==> config.mk <==
export PLATFORM = sky130hd
export DESIGN_NAME = multicycle_ctrl
export DESIGN_NICKNAME = d
export VERILOG_FILES = /design/src/rtl/multicycle_ctrl.sv
export SDC_FILE = /design/constraint.sdc
export NUM_CORES = 1
export LEC_CHECK = 0
export BUFFER_PORTS_ARGS = -buffer_cell sky130_fd_sc_hd__buf_2
export CAP_MARGIN = 20
export CORE_ASPECT_RATIO = 0.6
export CORE_MARGIN = 1.5
export CORE_UTILIZATION = 25
export CTS_CLUSTER_DIAMETER = 30
export DETAILED_ROUTE_END_ITERATION = 10
export HOLD_SLACK_MARGIN = 0.02
export PLACE_DENSITY_LB_ADDON = 0.12
export SYNTH_ARGS = -nofsm -noshare
export SYNTH_HDL_FRONTEND = slang
export SYNTH_SLANG_ARGS = --single-unit
==> constraint.sdc <==
create_clock -name clk -period 2.2 [get_ports clk]
set_input_delay 0.44 -clock clk [delete_from_list [all_inputs] [get_ports clk]]
set_output_delay 0.44 -clock clk [all_outputs]
set_load 0.02 [all_outputs]
==> src/rtl/multicycle_ctrl.sv <==
// Multicycle RV32I control FSM: fetch over req/gnt, decode, exec, mem, writeback; optional CTRL_PERF_CNT_EN retire counter.
// Latency: BRANCH 3, STORE 4, OP/OP-IMM/JALR 4, LOAD 5 cycles with zero-wait grants; each extra wait cycle adds one.
// Backpressure: imem_req/dmem_req hold until their gnt; MAX_WAIT ungranted cycles raise sticky bus_err and park in TRAP.
module multicycle_ctrl #(
   parameter int unsigned MAX_WAIT = 255
) (
   input  logic        clk,
   input  logic        rst_n,
   output logic        imem_req,
   input  logic        imem_gnt,
   input  logic [31:0] imem_rdata,
   output logic [31:0] ir_q,
   input  logic        br_taken,
   output logic        alu_src_b,
   output logic [3:0]  alu_op,
   output logic        dmem_req,
   output logic        dmem_we,
   input  logic        dmem_gnt,
   output logic        rf_we,
   output logic [1:0]  wb_sel,
   output logic        pc_we,
   output logic [1:0]  pc_sel,
   output logic        illegal,
   output logic        bus_err,
`ifdef CTRL_PERF_CNT_EN
   output logic [31:0] retire_cnt,
`endif
   output logic [2:0]  state_o
);

   typedef enum logic [2:0] {
      S_FETCH  = 3'd0,
      S_DECODE = 3'd1,
      S_EXEC   = 3'd2,
      S_MEM    = 3'd3,
      S_WB     = 3'd4,
      S_TRAP   = 3'd5
   } state_t;

   localparam logic [6:0] OPC_LOAD   = 7'b0000011;
   localparam logic [6:0] OPC_OPIMM  = 7'b0010011;
   localparam logic [6:0] OPC_STORE  = 7'b0100011;
   localparam logic [6:0] OPC_BRANCH = 7'b1100011;
   localparam logic [6:0] OPC_JALR   = 7'b1100111;
   localparam logic [6:0] OPC_OP     = 7'b0110011;

   localparam int WW = (MAX_WAIT > 1) ? $clog2(MAX_WAIT + 1) : 1;
   localparam logic [WW-1:0] WAIT_LAST = WW'(MAX_WAIT - 1);

   state_t        state;
   logic [WW-1:0] wait_q;
   logic          run_q;

   logic [6:0] opcode;
   logic [2:0] funct3;
   logic [6:0] funct7;
   logic       is_load, is_opimm, is_store, is_branch, is_jalr, is_op;
   logic       legal;
   logic       waiting;
   logic       timeout;

   assign opcode = ir_q[6:0];
   assign funct3 = ir_q[14:12];
   assign funct7 = ir_q[31:25];

   assign is_load   = (opcode == OPC_LOAD);
   assign is_opimm  = (opcode == OPC_OPIMM);
   assign is_store  = (opcode == OPC_STORE);
   assign is_branch = (opcode == OPC_BRANCH);
   assign is_jalr   = (opcode == OPC_JALR);
   assign is_op     = (opcode == OPC_OP);

   // R-type accepts funct7 0000000 for all funct3, 0100000 only for SUB and SRA
   always_comb begin
      legal = is_load | is_opimm | is_store | is_branch | is_jalr | is_op;
      if (is_op) begin
         if (funct7 == 7'b0100000) begin
            legal = (funct3 == 3'b000) || (funct3 == 3'b101);
         end else if (funct7 != 7'b0000000) begin
            legal = 1'b0;
         end
      end
   end

   assign waiting = (imem_req && !imem_gnt) || (dmem_req && !dmem_gnt);
   assign timeout = (MAX_WAIT != 0) && waiting && (wait_q == WAIT_LAST);

   always_ff @(posedge clk or negedge rst_n) begin
      if (!rst_n) begin
         state   <= S_FETCH;
         ir_q    <= 32'h0;
         wait_q  <= '0;
         illegal <= 1'b0;
         bus_err <= 1'b0;
         run_q   <= 1'b0;
      end else begin
         run_q <= 1'b1;
         unique case (state)
            S_FETCH: begin
               if (imem_req) begin
                  if (imem_gnt) begin
                     ir_q  <= imem_rdata;
                     state <= S_DECODE;
                  end else if (timeout) begin
                     bus_err <= 1'b1;
                     state   <= S_TRAP;
                  end else begin
                     wait_q <= wait_q + 1'b1;
                  end
               end
            end
            S_DECODE: begin
               if (!legal) begin
                  illegal <= 1'b1;
                  state   <= S_TRAP;
               end else begin
                  state <= S_EXEC;
               end
            end
            S_EXEC: begin
               if (is_branch) begin
                  wait_q <= '0;
                  state  <= S_FETCH;
               end else if (is_load || is_store) begin
                  wait_q <= '0;
                  state  <= S_MEM;
               end else begin
                  state <= S_WB;
               end
            end
            S_MEM: begin
               if (dmem_gnt) begin
                  if (is_store) begin
                     wait_q <= '0;
                     state  <= S_FETCH;
                  end else begin
                     state <= S_WB;
                  end
               end else if (timeout) begin
                  bus_err <= 1'b1;
                  state   <= S_TRAP;
               end else begin
                  wait_q <= wait_q + 1'b1;
               end
            end
            S_WB: begin
               wait_q <= '0;
               state  <= S_FETCH;
            end
            S_TRAP: state <= S_TRAP;
            default: state <= S_TRAP;
         endcase
      end
   end

   // run_q keeps the fetch request low until the first edge after reset release
   assign imem_req = (state == S_FETCH) && run_q;
   assign dmem_req = (state == S_MEM);
   assign dmem_we  = (state == S_MEM) && is_store;
   assign rf_we    = (state == S_WB);
   assign state_o  = state;

   always_comb begin
      wb_sel = 2'b00;
      if (state == S_WB) begin
         if (is_jalr) begin
            wb_sel = 2'b10;
         end else if (is_load) begin
            wb_sel = 2'b01;
         end
      end
   end

   always_comb begin
      pc_we  = 1'b0;
      pc_sel = 2'b00;
      unique case (state)
         S_EXEC: begin
            if (is_branch) begin
               pc_we  = 1'b1;
               pc_sel = {1'b0, br_taken};
            end
         end
         S_MEM: pc_we = is_store && dmem_gnt;
         S_WB: begin
            pc_we  = 1'b1;
            pc_sel = is_jalr ? 2'b10 : 2'b00;
         end
         default: begin
            pc_we  = 1'b0;
            pc_sel = 2'b00;
         end
      endcase
   end

   // shift-immediates carry the arithmetic/logical select in funct7[5] just like R-type
   always_comb begin
      alu_src_b = !(is_op || is_branch);
      alu_op    = 4'b0000;
      if (is_branch) begin
         alu_op = 4'b1000;
      end else if (is_op || (is_opimm && funct3 == 3'b101)) begin
         alu_op = {funct7[5], funct3};
      end else if (is_opimm) begin
         alu_op = {1'b0, funct3};
      end
   end

`ifdef CTRL_PERF_CNT_EN
   always_ff @(posedge clk or negedge rst_n) begin
      if (!rst_n) begin
         retire_cnt <= 32'h0;
      end else if (pc_we) begin
         retire_cnt <= retire_cnt + 32'd1;
      end
   end
`endif

endmodule
### Word-level counts from Yosys, hierarchy flattened

Index checks and enable logic that the tools add are counted.

* eq/ne operators: 18
* add/sub/neg operators: 1
* reductions and logical operators: 24
* muxes and demuxes: 36
* bitwise operators: 6

Operator list (count)
* $mux W8: 7
* $pmux W8 S4: 1
* $mux W3: 9
* $eq A7 B6 Y1 const B: 3
* $pmux W3 S5: 1
* $eq A7 B7 Y1 const B: 2
* $mux W1: 10
* $add A8 B1 Y8 const B: 1
* $eq A8 B8 Y1 const B: 1
* $mux W4: 2
* $eq A7 B2 Y1 const B: 1
* $eq A7 B5 Y1 const B: 1
* $logic_and A1 B1 Y1: 7
* $reduce_bool A7 Y1: 1
* $eq A3 B2 Y1 const B: 2
* $eq A3 B3 Y1 const B: 2
* $logic_not A3 Y1: 2
* $mux W2: 3
* $ne A2 B2 Y1 const B: 3
* $logic_or A1 B1 Y1: 5
* $or A1 B1 Y1: 5
* $reduce_and A5 Y1: 1
* $pmux W2 S2: 1
* $reduce_and A4 Y1: 1
* 11 further kinds: 13

* bits of input ports: 37
* register bits after elaboration: 46
* logic and storage cells: 91
* output and inout port bits: 51

### Depth between registers and ports, before layout

Gate-level depths: netlist (run 1).

* depth in word-level cells: 11
* depth in mapped cells: 7
* gate-level depth less buffers: 7

### Worst setup path after synthesis (run 1)

Ideal clock, no wire load.

* kind: register to register
* start: register state[1], in the netlist state_o[1]
* end: register ir_q[0]
* setup time: 0.125 ns
* setup slack: -0.232 ns
* period minus slack after synthesis: 2.432 ns
* data required time: 2.075 ns
* buffers on the path: 2
* data arrival time: 2.307 ns
* stages on the path, launching flop included: 6
* cell sequence: dfrtp_1 buf_4 nor4b_1 nand2_1 buf_1 mux2_2

* cells in the longest elaborated chain, start to end: 3

RTL lines
* start, declared: line 50 `state_t state;`
* start signal, assigned: line 90 `state <= S_FETCH;`
* start signal, assigned: line 103 `state <= S_DECODE;`
* start signal, assigned: line 106 `state <= S_TRAP;`
* $logic_not A3 Y1: line 157 `assign imem_req = (state == S_FETCH) && run_q;`
* $logic_and A1 B1 Y1: line 157
* named net imem_req: line 9 `output logic imem_req,`
* $reduce_and A3 Y1 (no source line)
* end signal, assigned: line 102 `ir_q <= imem_rdata;`
* end, declared: line 12 `output logic [31:0] ir_q,`

The timed path passes the listed nets, and every way through them passes these cells.
A chain may end at the register's enable or synchronous reset.

### Worst setup path in the final report (run 1)

* start: register ir_q[2]
* end: output port wb_sel[0]

* cells in the longest elaborated chain, start to end: 4
* elaborated cells between the ends (all ways): 5
* those cells by class: 2 x eq/ne; 3 x mux

RTL lines
* $eq A7 B2 Y1: line 66 `assign is_load = (opcode == OPC_LOAD);`
* $mux W1: line 168 `end else if (is_load) begin`
* $mux W2 *: line 166 `if (is_jalr) begin`
* $mux W2 *: line 165 `if (state == S_WB) begin`
* end, declared: line 20 `output logic [1:0] wb_sel,`

Mark *: on every way between the ends. The rest lies on a longest branch, timed or not.

==> results.ini, run 1 <==
[synthesis]
yosys_warnings = 0
postSynthNetCount = 253
synth.distinct_cells = 51
ys_seq_area_share_pct = 49.01
synthFlopType = dfrtp_1
syn_avg_cell_area_sq_um = 10.97
syn_inst = 214
synth_seq_cells = 46
synth_edf_count = 0
ys_async_sr_fraction_pct = 100.0
syn_area_sq_mm = 0.002349

[place]
hpwl_mm = 4.967
dp_slack_ns = 0.1298
gp_congestion = 0.7815
io_buffers = 87

[drt]
route.vias.total = 2022
drt_pre_antenna_iters = 4
wl_per_cell_microns = 14.90
routed_wl_mm = 6.600
route.antenna.remaining_nets = 0
drc = 0
vias_per_cell = 4.564
drtIter0Drc = 71

[cells_and_area]
syn_to_final_growth_pct = 38.04
drive_above_1_share_pct = 50.48
num-nets-final = 351
layout_commonest_cell = buf_2
diodes = 0
final_cell_mix = buf_2 (87), dfrtp_1 (41), mux2_2 (33)

[critical_path]
r2r_end = wait_q[3]
crit_path_max_incr_delay_ns = 0.43
critPathKind = reg -> out
critPathSlowestCell = dfrtp_1
critPathMaxFanout = 6
worstPathArrival_ns = 1.67
rrSetupSlack_ns = 0.20
crit_chain = nand4bb_4 -> or3_4 -> nor3_2 -> buf_2
startpoint_type = register
required_ns = 1.76
r2r-start = state_o[1]
end_kind = output pin
reg2regPathDepth = 5

[power_and_ir_drop]
switchingPower_mw = 0.3744
switching_share_pct = 19.69
power_frac_seq_pct = 44.6
intPower_mw = 1.527
pwr-share-clk_pct = 52.4
power_frac_comb_pct = 3.0
p_leak_nw = 1.671
peakVddDrop_mv = 0.2710
cellPowerDensity_mw_per_mm2 = 586.5

[timing]
setup_slack_ns = 0.09212
final_max_slew_viol_count = 0
period_share_pct = 95.81
finalCriticalPeriod_ns = 2.108
fmax_mhz = 474.4
finalClockSkew_ns = 0.007951
max_slew.worst_pin.slew_ns = 0.6964
holdWs_ns = 0.2443
rsz0062_at_grt = no
slew_headroom_pct = 53.57
hold_viol = 0
final.setup.tns_ns = 0
setup_violations = 0

[outcome]
status = finished clean

[clock_tree]
cts_buffers = 5
htree_levels = 2
clock_sinks = 46
clockBufferDepth = 2
clock-root-buffer = clkbuf_16
clock_latency_ns = 0.29
clkSlewWorstSetupHoldPaths_ns = 0.06
tritoncts = yes

[die]
die-area_sq_mm = 0.01000
core_area_sq_mm = 0.009155
row_count = 27
fp.dieW_microns = 128.1
dieHeight_microns = 78.08
io_pins = 88
start_util_pct = 25.65

[run]
max-cap-violations = 0

[global_routing]
grt_pass1_wl_mm = 10.68
grt_pass1_vias = 2003
overflow = 0
grt_usage_pct = 14.01
antenna_found_initial = 2
grt_max_degree = 47

[hold_path]
hp-class = in -> async

[power groups by stage]
stage          logic, mW  registers [mW]  clock network [mW]
2_1_floorplan    0.00698           0.863                   0
3_3_place_gp      0.0589           0.863                   0
3_5_place_dp      0.0597           0.863                   0
4_1_cts           0.0599           0.847                1.03
5_1_grt           0.0661           0.847                1.07
6_report          0.0574           0.847               0.997
[metal layers]
metal	part of all wire (%)	vias up	GRT usage, %
met5	0.39	-	0
met3	9.1	9	5.317
met1	51	959	21.05
li1	-	974	-
met4	0.77	4	3.708
met2	38	76	18.39
[repair_timing]
item / 4_1_cts / 5_1_grt
setup buffers: 0 / 3
endpoints found under the hold margin: 0 / 0
pin swaps: 0 / 1
gates resized for setup: 3 / 7
setup endpoints to repair: 2 / 9
cloned: 0 / 0
hold buffers: 0 / 0
[sequential cells by signal, summed over array words and instances (netlist names)]
| register | flops |
|---|---|
| ir_q | 32 |
| wait_q | 8 |
| state_o | 3 |
| bus_err | 1 |
| illegal | 1 |
| run_q | 1 |
[synthesized netlist by cell type, types with 2 or more instances]
library cell	count	area share (%)
nand2b_1	3	0.80
o31ai_1	4	1.3
nor4_1	2	0.53
or3_1	3	0.80
ha_1	2	1.1
and2_1	5	1.3
a21o_1	2	0.64
nand3_1	6	1.3
o31a_1	2	0.75
nor2b_1	3	0.80
a21oi_1	4	0.85
buf_1	4	0.64
a31oi_1	5	1.3
o211ai_1	4	1.3
and4_1	3	1.1
buf_4	2	0.64
xor2_1	2	0.75
o21ai_0	8	1.7
nand4_1	3	0.80
mux2_2	33	16
nor2_1	13	2.1
nand2_1	14	2.2
dfrtp_1	46	49
clkbuf_1	3	0.48
nor3_1	5	1.1
inv_1	8	1.3
[critical path: cells and delay by family, from the launching register on]
| family | cells | cell delay [ns] |
|---|---|---|
| buf+inv | 1 | 0.19 |
| flops | 1 | 0.43 |
| simple gates | 3 | 0.77 |
[kinds of logic (layout without fill, tap and decap cells)]
group                      after synthesis  in the layout  share of synthesized area (%)
and+or+nand+nor                         71             71                          16.89
DFF                                     46             46                          49.01
AOI/OAI and AO/OA                       38             38                          11.56
muxes                                   34             34                          16.25
buffers and inverters                   18            117                          3.516
adders and majority gates                3              3                          1.492
xor gates and xnor gates                 3              3                          1.119
other                                    1              1                         0.1597
[how the worst max path moves through the flow]
stage / startpoint / end / slack, ns
2_1_floorplan: ir_q[2] / pc_sel[0] / 0.03
3_3_place_gp: imem_gnt / wait_q[3] / 0.16
3_5_place_dp: imem_gnt / wait_q[3] / 0.13
4_1_cts: ir_q[6] / pc_sel[1] / 0.009
5_1_grt: ir_q[2] / wb_sel[0] / 0.001
6_report: ir_q[2] / wb_sel[0] / 0.09
[per-stage QoR]
stage,util (%),total power [mW],cell area (sq um),instances
floorplan,-,0.8703,2357,214
global placement,32.61,0.9224,2985,432
detailed placement,32.61,0.9232,2985,432
CTS,34.89,1.934,3194,440
global route,35.41,1.980,3242,443
finish,35.41,1.901,3242,443
[area by class of cell]
type | instances | area (sq um)
Tap cell | 130 | 162.7
Clock inverter | 3 | 68.82
Sequential cell | 46 | 1157
Multi-Input combinational cell | 150 | 1157
Inverter | 8 | 30.03
Fill cell | 944 | 5913
Timing Repair Buffer | 101 | 540.5
Clock buffer | 5 | 125.1
No activity file was read; power rests on OpenSTA's default activity.
==> run 2, diff against run 1 <==
- CORE_UTILIZATION: 25 -> 49
==> run 2 against run 1 <==
Wire length shrank 15%; die area shrank 48%; final area shrank 6.6%; final cell count shrank 16%; clock skew grew 0.00078 ns; power shrank 25%; global-route usage grew 8.6 points; first-iteration DRC count grew 5.6%; utilization grew 31 points; flip-flop and latch count is the same; register-to-register slack gained 0.04 ns; largest power group is now sequential cells; highest routed layer is now met4.
==> results.ini, run 2 (synthesized netlist as in run 1, its figures left out) <==
[timing]
setup_slack_ns = 0.05364  ; -0.03848 ns
final.setup.tns_ns = 0  ; unchanged
holdWs_ns = 0.2112  ; -0.03308 ns
finalCriticalPeriod_ns = 2.146  ; +0.03848 ns
slew_headroom_pct = 53.39  ; -0.18 points
fmax_mhz = 465.9  ; -1.8%
finalClockSkew_ns = 0.008729  ; +0.0007788 ns
setup_violations = 0  ; unchanged
hold_viol = 0  ; unchanged
rsz0062_at_grt = yes
max_slew.worst_pin.slew_ns = 0.6992  ; +0.002721 ns
final_max_slew_viol_count = 0  ; unchanged
period_share_pct = 97.56  ; +1.7 points

[clock_tree]
clock-root-buffer = clkbuf_8
tritoncts = yes
holdBufCountCts = 0  ; unchanged
clockBufferDepth = 2  ; unchanged
cts_buffers = 5  ; unchanged
cts_resized = 3  ; unchanged
clkSlewWorstSetupHoldPaths_ns = 0.09  ; +0.03 ns
htree_levels = 2  ; unchanged
clock_sinks = 46  ; unchanged
clock_latency_ns = 0.31  ; +0.02 ns
postCtsSetupRepairBufs = 0  ; unchanged

[cells_and_area]
syn_to_final_growth_pct = 28.93
num-nets-final = 347  ; -1.1%
postLayoutCellArea_sq_mm = 0.003028  ; -6.6%
diodes = 0  ; unchanged
fillCellCount = 398  ; -58%
final_cell_mix = buf_2 (86), dfrtp_1 (41), mux2_2 (33)
top_register = ir_q
layout_commonest_cell = buf_2
final_core_util_pct = 65.99  ; +31 points
largest_reg_flops = 32  ; unchanged
drive_above_1_share_pct = 49.84  ; -0.64 points

[global_routing]
grt_pass1_vias = 1939  ; -3.2%
grt_max_degree = 47  ; unchanged
overflow = 0  ; unchanged
grt_usage_pct = 22.58  ; +8.6 points
antenna_found_initial = 0  ; -2
grt_pass1_wl_mm = 9.121  ; -15%

[die]
row_count = 19  ; -30%
dieHeight_microns = 56.63  ; -27%
core_area_sq_mm = 0.004588  ; -50%
io_pins = 88  ; unchanged
die-area_sq_mm = 0.005231  ; -48%
fp.dieW_microns = 92.38  ; -28%
start_util_pct = 51.19  ; +26 points

[power_and_ir_drop]
p_leak_nw = 1.602  ; -4.1%
cellPowerDensity_mw_per_mm2 = 473.6  ; -19%
peakVddDrop_mv = 0.3221  ; +19%

[run]
max-cap-violations = 0  ; unchanged

[drt]
drc = 0  ; unchanged
route.antenna.remaining_nets = 0  ; unchanged
wl_per_cell_microns = 15.00  ; +0.70%
drtIter0Drc = 75  ; +5.6%
drt_pre_antenna_iters = 4  ; unchanged
routed_wl_mm = 5.581  ; -15%
vias_per_cell = 5.331  ; +17%
route.vias.total = 1983  ; -1.9%

[place]
dp_slack_ns = 0.1731  ; +0.04334 ns
hpwl_mm = 4.126  ; -17%
gp_congestion = 0.8358  ; +6.9%
io_buffers = 87  ; unchanged
dpl_cell_area_sq_mm = 0.002894  ; -3.1%

[critical_path]
critPathSlowestCell = dfrtp_2
critPathMaxFanout = 6  ; unchanged
required_ns = 1.76  ; about the same
startpoint_type = register
crit_chain = nand4bb_4 -> nor3_2 -> nor4bb_1 -> buf_2
worstPathArrival_ns = 1.71  ; +0.04 ns
end_kind = output pin
crit_path_max_incr_delay_ns = 0.45  ; +0.02 ns
critPathKind = reg -> out
rrSetupSlack_ns = 0.24  ; +0.04 ns

[outcome]
status = finished clean

[hold_path]
hp-class = in -> async

run 2: cell count changes in the layout (fill, tap and decap cells not counted), sizes merged:
cell      delta
clkinv       +1
clkinvlp     +1
buf          -4
bufinv       -2
run 2: layout make-up:
cell class                      instances  area [sq um]  share of cell area, %
Inverter                                8         30.03                 0.9917
Clock inverter                          3         21.27                 0.7025
Sequential cell                        46          1157                  38.22
Multi-Input combinational cell        150          1159                  38.26
Clock buffer                            5         68.82                  2.273
Tap cell                               63         78.83                  2.603
Timing Repair Buffer                   97         513.0                  16.94
run 2: worst paths after layout:
kind                        endpoint  cells after the start      startpoint
hold reg to reg              illegal                      1         illegal
min in group clk            ir_q[21]                      2  imem_rdata[21]
setup reg to reg           wait_q[3]                      5      state_o[0]
max in group asynchronous    ir_q[1]                      2           rst_n
hold / removal               ir_q[9]                      2           rst_n
setup / recovery           pc_sel[0]                      4         ir_q[2]
run 2: routing by layer:
layer | track usage (%) | wire length, microns | vias up
met5 | 0 | 0 | -
met1 | 31.44 | 2763 | 946
met2 | 34.24 | 2381 | 65
met3 | 7.046 | 373 | 7
li1 | - | - | 965
met4 | 5.934 | 63 | 0
run 2: through the flow:
step           total power, mW  cells
3_3_place_gp            0.9198    364
4_1_cts                  1.452    372
6_report                 1.434    372
3_5_place_dp            0.9213    364
2_1_floorplan           0.8703    214
5_1_grt                  1.495    372
run 2: report_power, final:
part | internal [mW] | switching (mW) | leakage [nW]
Combinational | 0.0274 | 0.0283 | 0.946
Sequential | 0.846 | 0.00103 | 0.611
Clock | 0.224 | 0.308 | 0.0441
Total | 1.10 | 0.337 | 1.60
run 2: worst max-delay path, delay by kind of cell (launching register included):
kind                   cells  cell delay (ns)
AND/OR/NAND/NOR            3             0.75
buffers and inverters      1             0.21
flip-flops                 1             0.45
